`config.mk`:
```
export PLATFORM = sky130hd
export DESIGN_NAME = vec_scoreboard
export DESIGN_NICKNAME = d
export VERILOG_FILES = /design/src/rtl/vec_pkg.sv /design/src/rtl/vec_busy_table.sv /design/src/rtl/vec_scoreboard.sv
export SDC_FILE = /design/constraint.sdc
export NUM_CORES = 1
export LEC_CHECK = 0
export BUFFER_PORTS_ARGS = -buffer_cell sky130_fd_sc_hd__buf_2
export CORE_MARGIN = 4
export CORE_UTILIZATION = 45
export CTS_CLUSTER_DIAMETER = 200
export DETAILED_ROUTE_END_ITERATION = 16
export PLACE_DENSITY = 0.68
export SETUP_SLACK_MARGIN = 0.02
export SYNTH_ARGS = -nofsm -noshare
export SYNTH_HDL_FRONTEND = slang
export SYNTH_SLANG_ARGS = --single-unit
```
`constraint.sdc`:
```
create_clock -name clk -period 4.05 [get_ports clk]
set_clock_uncertainty 0.1 [all_clocks]
set_input_delay 0.2025 -clock clk [delete_from_list [all_inputs] [get_ports clk]]
set_output_delay 0.2025 -clock clk [all_outputs]
set_load 0.01 [all_outputs]
```
`src/rtl/vec_pkg.sv`:
```
`default_nettype none
// ============================================================================
// Module      : vec_pkg
// Description : Shared defaults and the drain state encoding used by the
//               vector register scoreboard.
// Revision    : 1.0 - initial release
// ============================================================================
package vec_pkg;

    localparam int c_num_vec    = 32;
    localparam int c_addr_width = $clog2(c_num_vec);

    // Issue is only possible in RUN; DRAIN waits for all writes to retire.
    typedef enum logic [0:0] {
        RUN   = 1'b0,
        DRAIN = 1'b1
    } vec_state_t;

endpackage : vec_pkg
`default_nettype wire

```
`src/rtl/vec_busy_table.sv`:
```
`default_nettype none
// ============================================================================
// Module      : vec_busy_table
// Description : Per-register pending-write bit array with one set port, one
//               clear port, a global clear and three source-operand lookups.
// Revision    : 1.0 - initial release
// ============================================================================
module vec_busy_table
    import vec_pkg::*;
#(
    parameter int NUM_VEC    = c_num_vec,
    parameter int ADDR_WIDTH = $clog2(NUM_VEC)
) (
    input  logic                  clk,
    input  logic                  rst,
    input  logic                  clear_all,
    input  logic                  set_en,
    input  logic [ADDR_WIDTH-1:0] set_addr,
    input  logic                  clr_en,
    input  logic [ADDR_WIDTH-1:0] clr_addr,
    input  logic [ADDR_WIDTH-1:0] rd_addr [3],
    output logic [2:0]            rd_bit,
    output logic [NUM_VEC-1:0]    busy
);

    logic [NUM_VEC-1:0] r_busy;
    logic [NUM_VEC-1:0] w_busy_nxt;

    // Next busy vector: global clear dominates, otherwise clear then set.
    always_comb begin
        w_busy_nxt = r_busy;
        if (clear_all) begin
            w_busy_nxt = '0;
        end else begin
            if (clr_en) w_busy_nxt[clr_addr] = 1'b0;
            if (set_en) w_busy_nxt[set_addr] = 1'b1;
        end
    end

    // Busy bit storage, cleared asynchronously on reset.
    always_ff @(posedge clk or negedge rst) begin
        if (!rst) r_busy <= '0;
        else      r_busy <= w_busy_nxt;
    end

    // Lookups read only the registered bits: no writeback bypass.
    for (genvar g = 0; g < 3; g++) begin : g_rd
        assign rd_bit[g] = r_busy[rd_addr[g]];
    end

    assign busy = r_busy;

endmodule : vec_busy_table
`default_nettype wire

```
`src/rtl/vec_scoreboard.sv`:
```
`default_nettype none
// ============================================================================
// Module      : vec_scoreboard
// Description : Vector register scoreboard. Blocks issue on RAW/WAW hazards
//               and on a full in-flight write budget, tracks writebacks,
//               supports flush and a drain handshake, flags bad writebacks.
// Revision    : 1.0 - initial release
// ============================================================================
module vec_scoreboard
    import vec_pkg::*;
#(
    parameter int NUM_VEC    = c_num_vec,
    parameter int ADDR_WIDTH = $clog2(NUM_VEC),
    parameter int MAX_OUT    = 4
) (
    input  logic                         clk,
    input  logic                         rst,
    input  logic                         iss_valid,
    output logic                         iss_ready,
    input  logic                         iss_use_vs1,
    input  logic                         iss_use_vs2,
    input  logic                         iss_use_vs3,
    input  logic                         iss_wr_vd,
    input  logic [ADDR_WIDTH-1:0]        iss_vs1,
    input  logic [ADDR_WIDTH-1:0]        iss_vs2,
    input  logic [ADDR_WIDTH-1:0]        iss_vs3,
    input  logic [ADDR_WIDTH-1:0]        iss_vd,
    input  logic                         wb_valid,
    input  logic [ADDR_WIDTH-1:0]        wb_addr,
    input  logic                         flush,
    input  logic                         drain_req,
    output logic [NUM_VEC-1:0]           busy,
    output logic [$clog2(MAX_OUT+1)-1:0] out_cnt,
    output logic                         drain_done,
    output logic                         err
);

    localparam int CNT_W = $clog2(MAX_OUT+1);
    localparam logic [CNT_W-1:0] c_max_out = CNT_W'(MAX_OUT);
    localparam logic [CNT_W-1:0] c_one     = CNT_W'(1);

    vec_state_t              r_state;
    vec_state_t              w_state_nxt;
    logic [CNT_W-1:0]        r_out_cnt;
    logic                    r_err;
    logic [NUM_VEC-1:0]      w_busy;
    logic [2:0]              w_src_busy;
    logic [ADDR_WIDTH-1:0]   w_rd_addr [3];
    logic                    w_hazard;
    logic                    w_issue_wr;
    logic                    w_wb_hit;
    logic                    w_wb_bad;
    logic                    w_drain_done;

    assign w_rd_addr[0] = iss_vs1;
    assign w_rd_addr[1] = iss_vs2;
    assign w_rd_addr[2] = iss_vs3;

    vec_busy_table #(
        .NUM_VEC    (NUM_VEC),
        .ADDR_WIDTH (ADDR_WIDTH)
    ) u_busy_table (
        .clk       (clk),
        .rst       (rst),
        .clear_all (flush),
        .set_en    (w_issue_wr),
        .set_addr  (iss_vd),
        .clr_en    (w_wb_hit),
        .clr_addr  (wb_addr),
        .rd_addr   (w_rd_addr),
        .rd_bit    (w_src_busy),
        .busy      (w_busy)
    );

    // Destination (WAW) check reads the full vector directly; sources go
    // through the table's lookup ports.
    assign w_hazard = (iss_use_vs1 & w_src_busy[0])
                    | (iss_use_vs2 & w_src_busy[1])
                    | (iss_use_vs3 & w_src_busy[2])
                    | (iss_wr_vd   & w_busy[iss_vd]);

    assign iss_ready = (r_state == RUN) & ~w_hazard
                     & ~(iss_wr_vd & (r_out_cnt == c_max_out)) & ~flush;

    // Flush discards same-cycle issue and writeback, including their errors.
    assign w_issue_wr = iss_valid & iss_ready & iss_wr_vd;
    assign w_wb_hit   = wb_valid & ~flush &  w_busy[wb_addr];
    assign w_wb_bad   = wb_valid & ~flush & ~w_busy[wb_addr];

    // In-flight counter: simultaneous issue and retire cancel out.
    always_ff @(posedge clk or negedge rst) begin
        if (!rst) begin
            r_out_cnt <= '0;
        end else if (flush) begin
            r_out_cnt <= '0;
        end else begin
            case ({w_issue_wr, w_wb_hit})
                2'b10:   r_out_cnt <= r_out_cnt + c_one;
                2'b01:   r_out_cnt <= r_out_cnt - c_one;
                default: r_out_cnt <= r_out_cnt;
            endcase
        end
    end

    // Sticky error on a writeback to a register with no pending write.
    always_ff @(posedge clk or negedge rst) begin
        if (!rst) r_err <= 1'b0;
        else      r_err <= r_err | w_wb_bad;
    end

    // Drain state register.
    always_ff @(posedge clk or negedge rst) begin
        if (!rst) r_state <= RUN;
        else      r_state <= w_state_nxt;
    end

    // Drain next-state and completion pulse; the pulse marks DRAIN -> RUN.
    always_comb begin
        w_state_nxt  = r_state;
        w_drain_done = 1'b0;
        if (flush) begin
            w_state_nxt = RUN;
        end else begin
            case (r_state)
                RUN: begin
                    if (drain_req) w_state_nxt = DRAIN;
                end
                DRAIN: begin
                    if (r_out_cnt == '0) begin
                        w_state_nxt  = RUN;
                        w_drain_done = 1'b1;
                    end
                end
                default: w_state_nxt = RUN;
            endcase
        end
    end

    assign busy       = w_busy;
    assign out_cnt    = r_out_cnt;
    assign err        = r_err;
    assign drain_done = w_drain_done;

endmodule : vec_scoreboard
`default_nettype wire

```
==> summary.txt, run 1 <==
Layout
  – N_diodes: 0
  – Post-Layout Cell Count: 470
  – Nets: around 410
  – Most frequent cells in the layout: buf_2 (72), mux4_2 (37), dfrtp_1 (37), nand2_1 (28), o211ai_1 (26)
  – Layout cells sized above 1: 0.358
  – Synthesis-to-finish area growth: 15.0%
  – Post-Layout Inst Area: 3770 um^2
  – Leading cell type in the layout, fill and taps excluded: buf_2
  – Post-Route Utilization: 0.543

Global routing
  – Vias in the first global route: 3,099
  – First-pass GRT wire length: about 18,000 um
  – Grt total ovfl: 0
  – Number of antenna violations at the first check in global routing: 0
  – Gr usage total: 0.273
  – Largest net degree at the start of global routing: 38

Power
  – P per Cell Area: 212 nW/um^2
  – Comb power frac: 0.188
  – Int Pwr: approximately 0.55 mW
  – Reg power frac: 0.473
  – Switching pwr: around 0.25 mW
  – Clock network fraction of total power: 0.339
  – Fraction of power spent switching nets: 0.308
  – Leakage power figure: ~1.6 nW
  – Tot Pwr: 0.798 mW
  – Worst VDD drop: between 0.00009 and 0.0001 V

Critical path
  – WP data arrival: between 3000 and 4000 ps
  – Reg2reg end: out_cnt[2]
  – FF-to-FF path depth: 11
  – CP startpoint: u_busy_table.busy[14]
  – Crit end category: flop
  – End point of the critical path: out_cnt[2]
  – Flop2flop setup slack: about 670 ps
  – Setup Crit Path Kind: reg -> reg
  – Critical Path RT: 4150 ps
  – Worst r2r src: u_busy_table.busy[14]
  – Critical Path Source Type: flop
  – Crit path max fanout: 9

Clock network
  – TritonCTS Sinks: 37
  – CTS tree: yes
  – Clk buf depth: 2
  – Root Buffer Master: clkbuf_8
  – H-tree levels: 2
  – Clock transition at the registers of the reported paths: about 90 ps
  – Num CTS Buffers: 5
  – Worst-skew pair later-pin latency: 290 ps

Detailed routing
  – 1st-pass router iterations: 5
  – Initial DRC Count: about 460
  – Drt drc: 0
  – DR vias/cell: roughly 7.0
  – Post-Route WL: about 12,000 um
  – Post-route ant nets: 0
  – Avg WL per Cell: 24.9 um
  – Detailed-route via count: between 3,000 and 4,000

Die
  – Die height: a little over 90 um
  – CORE AREA: around 6900 um^2
  – FP Rows: 30
  – Die W: a little over 90 um
  – Die area: 8720 um^2
  – IO Pins: 73
  – Initial core utilization: 0.472

Logic synthesis
  – Main combinational cell family by area after synthesis: multiplexers
  – Syn Std Cell Area: between 3000 and 4000 um^2
  – Syn avg cell area: slightly above 10 um^2
  – Adder-Cell Fraction of Synth Area: 0.00610
  – Synthesized Nets: ~350
  – Netlist cell types: between 50 and 60
  – Gate Count Post-Synth: 316
  – Xor/xnor share of the synthesized area: 0.00725
  – Simple-gate share of the synthesized area: 0.173
  – Multiplexer area fraction after synthesis: 0.301
  – Post-synth ARST share: 1.00
  – #FFs+latches synth: 37
  – Seq/Total Area, Yosys: 0.282
  – Post-synth EDFFs: 0
  – Synth Area in Compound Gates: 0.185
  – Most common flop cell mapped by yosys: dfrtp_1
  – Yosys warning count: 0

Timing
  – Slew HR: 0.434
  – Final setup violation count: 0
  – Post-route minimum period: around 3400 ps
  – Hold Vio Cnt, Final: 0
  – Setup TNS: 0 ps
  – Max Slew Vio Count: 0
  – RSZ-0062 raised after global routing: no
  – Period utilisation layout: 0.835
  – Max Fclk: just under 300 MHz
  – Worst-Margin Slew: 849 ps

Placed design
  – Placed Area: 3670 um^2
  – IO buf count: 72
  – GPL Wtd Cong: around 0.96
  – HPWL after DPL: between 8000 and 9000 um
  – Placed cells: 461

Min path
  – Min-Delay Path Class: in -> reg

Run status
  – Status: complete, no violations

Job
  – Number of max-cap violations: 0
## power by group through the flow
| stage | combinational, mW | sequential [mW] | clock, mW |
|---|---|---|---|
| after floorplan | 0.0964 | 0.383 | 0 |
| after global placement | 0.146 | 0.384 | 0 |
| after detailed placement | 0.148 | 0.384 | 0 |
| after CTS | 0.149 | 0.377 | 0.273 |
| after global routing | 0.164 | 0.378 | 0.290 |
| final | 0.150 | 0.377 | 0.271 |
## worst min path at each step
stage / slack, ps / end / cells past startpoint / start
after floorplan: -190 / err / 0 / rst
after global placement: 260 / u_busy_table.busy[21] / 1 / rst
after detailed placement: 260 / u_busy_table.busy[4] / 1 / rst
after CTS: 70 / r_state / 3 / drain_req
after global routing: 90 / err / 3 / wb_valid
final: 70 / r_state / 3 / drain_req
## state kept, by name, indices dropped and copies added, names as in the netlist
signal             flops
err                    1
out_cnt                3
r_state                1
u_busy_table.busy     32
## through the flow
step / worst slack, ps / hold WS (ps)
after floorplan: 839 / -193
after global placement: 617 / 256
after detailed placement: 542 / 258
after CTS: 687 / 65.1
after global routing: 469 / 86.0
final: 668 / 72.9
## repair_timing
item,4_1_cts,5_1_grt
hold endpoints to repair,37,0
buffers inserted,0,0
resized for setup,0,0
hold buffers,1,0
## synthesized netlist by cell type, drive strengths merged (3+ instances only)
master / number / area [um^2]
nor2: 14 / 55.1
dfrtp: 37 / 926
mux2i: 12 / 120
nand3: 7 / 35.0
o211ai: 26 / 195
o22ai: 3 / 18.8
or3: 3 / 18.8
a31o: 4 / 35.0
a31oi: 3 / 18.8
nor3b: 7 / 52.6
nand2b: 3 / 18.8
nor4: 3 / 18.8
nand3b: 5 / 37.5
mux4: 37 / 833
and3: 5 / 31.3
a21oi: 7 / 35.0
nor3: 6 / 30.0
clkbuf: 18 / 67.6
nor2b: 4 / 25.0
and3b: 3 / 26.3
o21ai: 25 / 125
nand4: 3 / 18.8
a22oi: 4 / 30.0
buf: 9 / 50.0
nand2: 29 / 116
inv: 8 / 30.0
mux2: 3 / 33.8
## area by class of cell
type / instances / area [um^2]
flip-flops and latches: 37 / 926
well taps: 96 / 120
repair buffers: 77 / 400
clock buffers: 5 / 68.8
inverters: 8 / 30.0
clock inverters: 3 / 21.3
fillers: 612 / 3170
multi-input cells: 244 / 2210
## routing by layer
layer / wire length (um) / part of all wire / up-vias / global-route usage
met5: 0 / 0 / - / 0
met1: 4440 / 0.38 / 1605 / 0.394
li1: - / - / 1373 / -
met2: 5250 / 0.45 / 272 / 0.407
met3: 1520 / 0.13 / 42 / 0.0539
met4: 476 / 0.041 / 0 / 0.100
## critical path, stage by stage, from the launching register on
cell	delay, ps
dfrtp_1	520
mux4_2	510
and4b_1	210
a311oi_1	220
a31oi_1	170
a211oi_4	220
buf_4	200
a21oi_1	90
fa_1	430
a211o_1	290
and3_1	160
o31ai_1	180
## cell families (layout without fill, tap and decap cells)
logic type                 Yosys count  after routing
and+or+nand+nor                    102            102
AOI/OAI and AO/OA                   88             88
muxes                               52             52
DFF                                 37             37
buffers and inverters               35             93
adders and majority gates            1              1
xor gates and xnor gates             1              1
No activity file was read; power rests on OpenSTA's default activity.
==> run 2: changes to the inputs <==
--- a/config.mk
+++ b/config.mk
@@ -5,12 +5,13 @@
 export SDC_FILE = /design/constraint.sdc
 export NUM_CORES = 1
 export LEC_CHECK = 0
+export ABC_AREA = 1
 export BUFFER_PORTS_ARGS = -buffer_cell sky130_fd_sc_hd__buf_2
 export CORE_MARGIN = 4
 export CORE_UTILIZATION = 45
 export CTS_CLUSTER_DIAMETER = 200
 export DETAILED_ROUTE_END_ITERATION = 16
-export PLACE_DENSITY = 0.68
+export PLACE_DENSITY = 0.7
 export SETUP_SLACK_MARGIN = 0.02
 export SYNTH_ARGS = -nofsm -noshare
 export SYNTH_HDL_FRONTEND = slang
==> constraint.sdc (replaced) <==
create_clock -name clk -period 2.8 [get_ports clk]
set_clock_uncertainty 0.1 [all_clocks]
set_input_delay 0.14 -clock clk [delete_from_list [all_inputs] [get_ports clk]]
set_output_delay 0.14 -clock clk [all_outputs]
set_load 0.01 [all_outputs]
==> run 2 against run 1 <==
Compared with the run above: non-clock buffer count up 3; final area grew 8.0%; total power is 45% higher; synthesized cell count is 91% higher; critical endpoint unchanged; critical path depth increased by 6; critical path type unchanged; clock power increased by 32%; sequential power up 44%; combinational power increased by 70%.
==> summary.txt, run 2 <==
Detailed routing
  – Initial DRC Count: 412 (-11%)
  – Drt drc: 0 (unchanged)
  – Post-route ant nets: 0 (unchanged)
  – 1st-pass router iterations: 5 (unchanged)
  – DR vias/cell: 5.96 (-15%)
  – Detailed-route via count: 4,545 (+38%)
  – Avg WL per Cell: 17.9 um (-28%)
  – Post-Route WL: 13,600 um (+17%)

Critical path
  – Crit end category: flop
  – Reg2reg end: out_cnt[2]
  – Crit path max fanout: 7 (-2)
  – FF-to-FF path depth: 17 (+6)
  – Worst r2r src: u_busy_table.busy[26]
  – Critical Path RT: 2880 ps (-1270 ps)
  – Critical Path Source Type: flop
  – WP data arrival: 2520 ps (-970 ps)
  – Flop2flop setup slack: 370 ps (-300 ps)
  – Setup Crit Path Kind: reg -> reg

Logic synthesis
  – Top-count cell post-synth: nand2_1
  – Post-synth ARST share: 1.00 (unchanged)
  – Synth area leader: dfrtp_1
  – #FFs+latches synth: 37 (unchanged)
  – Yosys warning count: 0 (unchanged)
  – Synthesized Nets: 641 (+82%)
  – Most frequent cells after synthesis: nand2_1 (192), nand3_1 (140), nor3_1 (41)
  – Gate Count Post-Synth: 605 (+91%)
  – Syn avg cell area: 6.06 um^2 (-42%)
  – Most common flop cell mapped by yosys: dfrtp_1
  – Post-synth top area share: 0.253 (-0.0298)
  – Netlist cell types: 28 (-49%)
  – Syn Std Cell Area: 3670 um^2 (+12%)
  – Post-synth EDFFs: 0 (unchanged)
  – Seq/Total Area, Yosys: 0.253 (-0.0298)
  – Synth area leaders: dfrtp_1 (25%), nand2_1 (20%), nand3_1 (19%), nor3_1 (5.6%), a21oi_1 (4.4%)

Power
  – Clock network fraction of total power: 0.309 (-0.030)
  – Leakage power figure: 1.91 nW (+16%)
  – Fraction of power spent switching nets: 0.324 (+0.0164)
  – Reg power frac: 0.470 (-0.003)
  – Switching pwr: 0.375 mW (+52%)
  – Comb power frac: 0.221 (+0.033)
  – P per Cell Area: 283 nW/um^2 (+34%)
  – Tot Pwr: 1.15 mW (+45%)
  – Int Pwr: 0.780 mW (+41%)
  – Worst VDD drop: 0.000285 V (+200%)

Placed design
  – IO buf count: 72 (unchanged)
  – GPL Wtd Cong: 0.952 (-1.1%)
  – HPWL after DPL: 9500 um (+14%)

Layout
  – Register Area: 926 um^2 (unchanged)
  – Leading cell type in the layout, fill and taps excluded: nand2_1
  – Layout cells sized above 1: 0.185 (-0.174)
  – Most frequent cells in the layout: nand2_1 (192), nand3_1 (140), buf_2 (72), nor3_1 (41), nor2_1 (40)
  – Synthesis-to-finish area growth: 11.1%
  – Nets: 696 (+70%)
  – N_diodes: 0 (unchanged)
  – Largest register FFs: 32 (unchanged)
  – Fill count: 853 (+39%)
  – Multi-input gate area: 2350 um^2 (+6.4%)

Die
  – FP Rows: 32 (+6.7%)
  – CORE AREA: 7810 um^2 (+12%)
  – Die area: 9660 um^2 (+11%)
  – IO Pins: 73 (unchanged)
  – Die height: 98.3 um (+5.2%)
  – Die W: 98.3 um (+5.2%)
  – Initial core utilization: 0.470 (-0.00270)

Clock network
  – H-tree levels: 2 (unchanged)
  – Post-CTS Resized: 0 (unchanged)
  – Clock transition at the registers of the reported paths: 70 ps (-20 ps)
  – CTS tree: yes
  – Worst-skew pair later-pin latency: 290 ps (about the same)
  – Clk buf depth: 2 (unchanged)
  – Num CTS Buffers: 5 (unchanged)
  – Hold_buf cts: 1 (unchanged)
  – Root Buffer Master: clkbuf_8
  – TritonCTS Sinks: 37 (unchanged)
  – Post-CTS Setup Inserts: 0 (unchanged)

Timing
  – Worst-Margin Slew: 825 ps (-24.4 ps)
  – Post-route minimum period: 2430 ps (-947 ps)
  – Max Slew Vio Count: 0 (unchanged)
  – Slew HR: 0.450 (+0.0163)
  – Max Fclk: 411 MHz (+39%)
  – RSZ-0062 raised after global routing: no
  – Period utilisation layout: 0.870 (+0.0346)
  – Setup TNS: 0 ps (unchanged)
  – Final setup violation count: 0 (unchanged)
  – Hold Vio Cnt, Final: 0 (unchanged)

Global routing
  – Gr usage total: 0.283 (+0.00959)
  – Largest net degree at the start of global routing: 38 (unchanged)
  – Grt total ovfl: 0 (unchanged)
  – Number of antenna violations at the first check in global routing: 0 (unchanged)
  – First-pass GRT wire length: 21,900 um (+22%)
  – Vias in the first global route: 4,122 (+33%)

Job
  – Number of max-cap violations: 0 (unchanged)

Run status
  – Status: complete, no violations

Min path
  – Hold_sp: drain_req
  – Min-Delay Path Depth: 3 (unchanged)
  – Hold Path End: r_state
  – Min-Delay Path Class: in -> reg
## run 2: changes by cell type after synthesis, moves of 11 or more
cell	previous run	this run
inv_1	7	26
nand2_1	28	192
mux4_2	37	0
nand3_1	7	140
nor2_1	13	40
mux2i_1	12	0
o21ai_0	17	1
a21oi_1	7	32
inv_2	1	12
nor3_1	6	41
o211ai_1	26	0
clkbuf_1	18	4
a22oi_1	4	16
## run 2: power by group through the flow
| stage | combinational [mW] | sequential [mW] | clock, mW |
|---|---|---|---|
| final | 0.255 | 0.542 | 0.357 |
| after global routing | 0.281 | 0.542 | 0.395 |
| after CTS | 0.252 | 0.542 | 0.367 |
| after detailed placement | 0.250 | 0.552 | 0 |
| after global placement | 0.246 | 0.552 | 0 |
| after floorplan | 0.172 | 0.551 | 0 |
## run 2: worst max-delay path by stage
stage                 endpoint  cells after the start  slack, ps                  start
floorplan           out_cnt[2]                     17        590  u_busy_table.busy[26]
global placement    out_cnt[2]                     14        400             wb_addr[1]
detailed placement  out_cnt[2]                     21        320              iss_vd[0]
CTS                 out_cnt[2]                     17        360  u_busy_table.busy[26]
global route        out_cnt[2]                     16        140  u_busy_table.busy[11]
finish              out_cnt[2]                     17        370  u_busy_table.busy[26]
## run 2: cell type report
| class | instances | share of cell area |
|---|---|---|
| clock buffers | 6 | 0.0178 |
| well taps | 102 | 0.0313 |
| inverters | 42 | 0.0412 |
| multi-input cells | 494 | 0.576 |
| repair buffers | 80 | 0.104 |
| flip-flops and latches | 37 | 0.227 |
| clock inverters | 2 | 0.00246 |
## run 2: kinds of logic after synthesis
logic type | synth area share
flops | 0.253
simple gates | 0.543
compound gates | 0.0918
fa+ha+maj | 0.00546
buf+inv | 0.108
## run 2: per-stage QoR
| stage | hold WS [ps] | setup slack [ps] | utilization | area [um^2] | std cells |
|---|---|---|---|---|---|
| finish | 21.2 | 365 | 0.522 | 4070 | 763 |
| CTS | 4.63 | 359 | 0.522 | 4070 | 763 |
| global route | 22.3 | 136 | 0.522 | 4070 | 763 |
| detailed placement | 188 | 322 | 0.510 | 3980 | 754 |
| global placement | 187 | 399 | 0.510 | 3980 | 754 |
| floorplan | -256 | 592 | - | 3670 | 605 |
## run 2: critical path, stage by stage, from the launching register on
cell	delay, ps
dfrtp_1	540
nand3_1	160
nand2_1	60
o21ai_1	120
nand2_1	60
nor2_1	110
nand2_1	60
nand2_1	80
nand2_2	70
nor2_4	100
nand3_4	70
nand2_2	90
inv_2	50
fa_1	370
inv_1	70
nand3_1	70
nand3_1	90
nand2_1	50
## run 2: metal layers
| layer | share of wire | global-route usage |
|---|---|---|
| met1 | 0.41 | 0.396 |
| met2 | 0.44 | 0.434 |
| met3 | 0.12 | 0.0500 |
| met4 | 0.032 | 0.107 |
| met5 | 0 | 0 |
==> run 3: changes to the inputs <==
==> constraint.sdc (replaced) <==
create_clock -name clk -period 2.8 [get_ports clk]
set_clock_uncertainty 0.1 [all_clocks]
set_input_delay 0.28 -clock clk [delete_from_list [all_inputs] [get_ports clk]]
set_output_delay 0.28 -clock clk [all_outputs]
set_load 0.01 [all_outputs]
==> run 3 against run 2 <==
Compared with the run above: the flow now finishes with violations (negative hold slack); critical path depth stayed put; non-clock buffer count is 2 lower; sequential cell count stayed put; hold slack worse by 33 ps; total power is 0.54% higher; core utilization is 0.26 points lower; critical path type unchanged; largest power group unchanged.
==> summary.txt, run 3 (synthesis gave the netlist of run 2 again) <==
Power
  – Worst VDD drop: 0.000213 V (-25%)
  – P per Cell Area: 286 nW/um^2 (+1.0%)
  – Leakage power figure: 1.90 nW (-0.76%)

Placed design
  – IO buf count: 72 (unchanged)
  – Place WS: 188 ps (-134 ps)
  – HPWL after DPL: 9290 um (-2.2%)
  – GPL Wtd Cong: 0.904 (-5.0%)

Timing
  – Post-route minimum period: 2460 ps (+26.7 ps)
  – RSZ-0062 raised after global routing: no
  – Setup TNS: 0 ps (unchanged)
  – Worst-Margin Slew: 853 ps (+28.0 ps)
  – WHS: -12.1 ps (-33.3 ps)
  – Worst setup margin: 338 ps (-26.7 ps)
  – Hold Vio Cnt, Final: 7 (+7)
  – Max Fclk: 406 MHz (-1.1%)
  – Final setup violation count: 0 (unchanged)
  – Max Slew Vio Count: 0 (unchanged)
  – Period utilisation layout: 0.879 (+0.00954)
  – Slew HR: 0.432 (-0.0187)

Detailed routing
  – Drt drc: 0 (unchanged)
  – Detailed-route via count: 4,594 (+1.1%)
  – 1st-pass router iterations: 6 (+1)
  – Initial DRC Count: 513 (+25%)
  – DR vias/cell: 6.04 (+1.3%)
  – Post-route ant nets: 0 (unchanged)
  – Avg WL per Cell: 17.5 um (-2.0%)
  – Post-Route WL: 13,300 um (-2.3%)

Layout
  – Synthesis-to-finish area growth: 10.5%
  – Layout cells sized above 1: 0.181 (-0.00399)
  – Fill count: 835 (-2.1%)
  – Most frequent cells in the layout: nand2_1 (192), nand3_1 (140), buf_2 (72), nor3_1 (41), nor2_1 (40)
  – N_diodes: 0 (unchanged)
  – Leading cell type in the layout, fill and taps excluded: nand2_1
  – Largest register FFs: 32 (unchanged)
  – Nets: 694 (-0.29%)

Critical path
  – CP Buf/Inv Count: 2 (unchanged)
  – Critical Path RT: 2890 ps (about the same)
  – WP data arrival: 2550 ps (+30 ps)
  – Flop2flop setup slack: 340 ps (-30 ps)
  – FF-to-FF path depth: 17 (unchanged)
  – Crit end category: flop
  – Top Family by Delay on Critical Path: simple AND/OR/NAND/NOR gates
  – Setup Crit Path Kind: reg -> reg
  – Worst r2r src: u_busy_table.busy[26]
  – Worst-path cell chain: nand3_1, nand2_1, o21ai_1, nand2_1, nor2_1, nand2_1, nand2_1, nand2_2, nor2_4, nand3_4, nand2_2, inv_2, fa_1, inv_1, nand3_1, nand3_1, nand2_1
  – Reg2reg end: out_cnt[2]
  – Critical-path top delay cell: dfrtp_1
  – Critical Path Source Type: flop
  – Most frequent CP cell: nand2_1
  – Crit path largest cell delay: 550 ps (about the same)
  – Crit path max fanout: 7 (unchanged)
  – Crit path depth: 17 (unchanged)

Clock network
  – CTS tree: yes
  – Clock transition at the registers of the reported paths: 80 ps (about the same)
  – Post-CTS Setup Inserts: 0 (unchanged)
  – Worst-skew pair later-pin latency: 290 ps (about the same)
  – TritonCTS Sinks: 37 (unchanged)
  – Hold_buf cts: 0 (-1)
  – Clk buf depth: 2 (unchanged)
  – Root Buffer Master: clkbuf_8
  – Num CTS Buffers: 5 (unchanged)
  – H-tree levels: 2 (unchanged)
  – Post-CTS Resized: 0 (unchanged)

Global routing
  – First-pass GRT wire length: 21,400 um (-1.9%)
  – Grt total ovfl: 0 (unchanged)
  – Number of antenna violations at the first check in global routing: 0 (unchanged)
  – Gr usage total: 0.273 (-0.00932)
  – Largest net degree at the start of global routing: 38 (unchanged)
  – Vias in the first global route: 4,138 (+0.39%)

Die
  – Initial core utilization: 0.470 (unchanged)
  – Die area: 9660 um^2 (unchanged)
  – FP Rows: 32 (unchanged)
  – Die W: 98.3 um (unchanged)
  – Die height: 98.3 um (unchanged)
  – CORE AREA: 7810 um^2 (unchanged)
  – IO Pins: 73 (unchanged)

Job
  – Number of max-cap violations: 0 (unchanged)

Min path
  – Min-Delay Path Class: in -> async

Run status
  – Failing checks: negative hold slack
  – Status: finished, violations left
-- run 3: changes by cell type in the layout (fill, tap and decap cells not counted), sizes merged --
cell,change
clkinv,-2
dlygate4sd3,-1
buf,-1
clkbuf,+2
-- run 3: report_power, final --
group | leakage [nW] | switching (mW) | internal, mW
Combinational | 1.35 | 0.182 | 0.0687
Sequential | 0.511 | 0.00529 | 0.537
Clock | 0.0395 | 0.191 | 0.177
-- run 3: area by class of cell --
| cell class | count | area, um^2 | share of cell area |
|---|---|---|---|
| Timing Repair Buffer | 78 | 405 | 0.100 |
| Tap cell | 102 | 128 | 0.0315 |
| Inverter | 42 | 168 | 0.0414 |
| Multi-Input combinational cell | 494 | 2350 | 0.579 |
| Sequential cell | 37 | 926 | 0.228 |
| Clock buffer | 8 | 80.1 | 0.0198 |
-- run 3: how the worst max path moves through the flow --
stage	from	endpoint	slack (ps)
2_1_floorplan	iss_vd[1]	out_cnt[2]	520
3_3_place_gp	iss_vd[0]	out_cnt[2]	270
3_5_place_dp	iss_vd[0]	out_cnt[2]	190
4_1_cts	u_busy_table.busy[26]	out_cnt[2]	370
5_1_grt	u_busy_table.busy[12]	out_cnt[2]	150
6_report	u_busy_table.busy[26]	out_cnt[2]	340
-- run 3: metal layers --
layer | wire [um] | global-route usage
met5 | 0 | 0
met4 | 643 | 0.139
met3 | 1550 | 0.0514
met2 | 5990 | 0.409
met1 | 5150 | 0.376
-- run 3: through the flow --
step	cells	utilization	hold WS, ps	cell area (um^2)	total power [mW]
finish	761	0.519	-12.1	4050	1.16
global route	761	0.519	54.3	4050	1.22
CTS	761	0.519	23.1	4050	1.16
detailed placement	753	0.509	336	3970	0.800
global placement	753	0.509	320	3970	0.795
floorplan	605	-	-116	3670	0.723
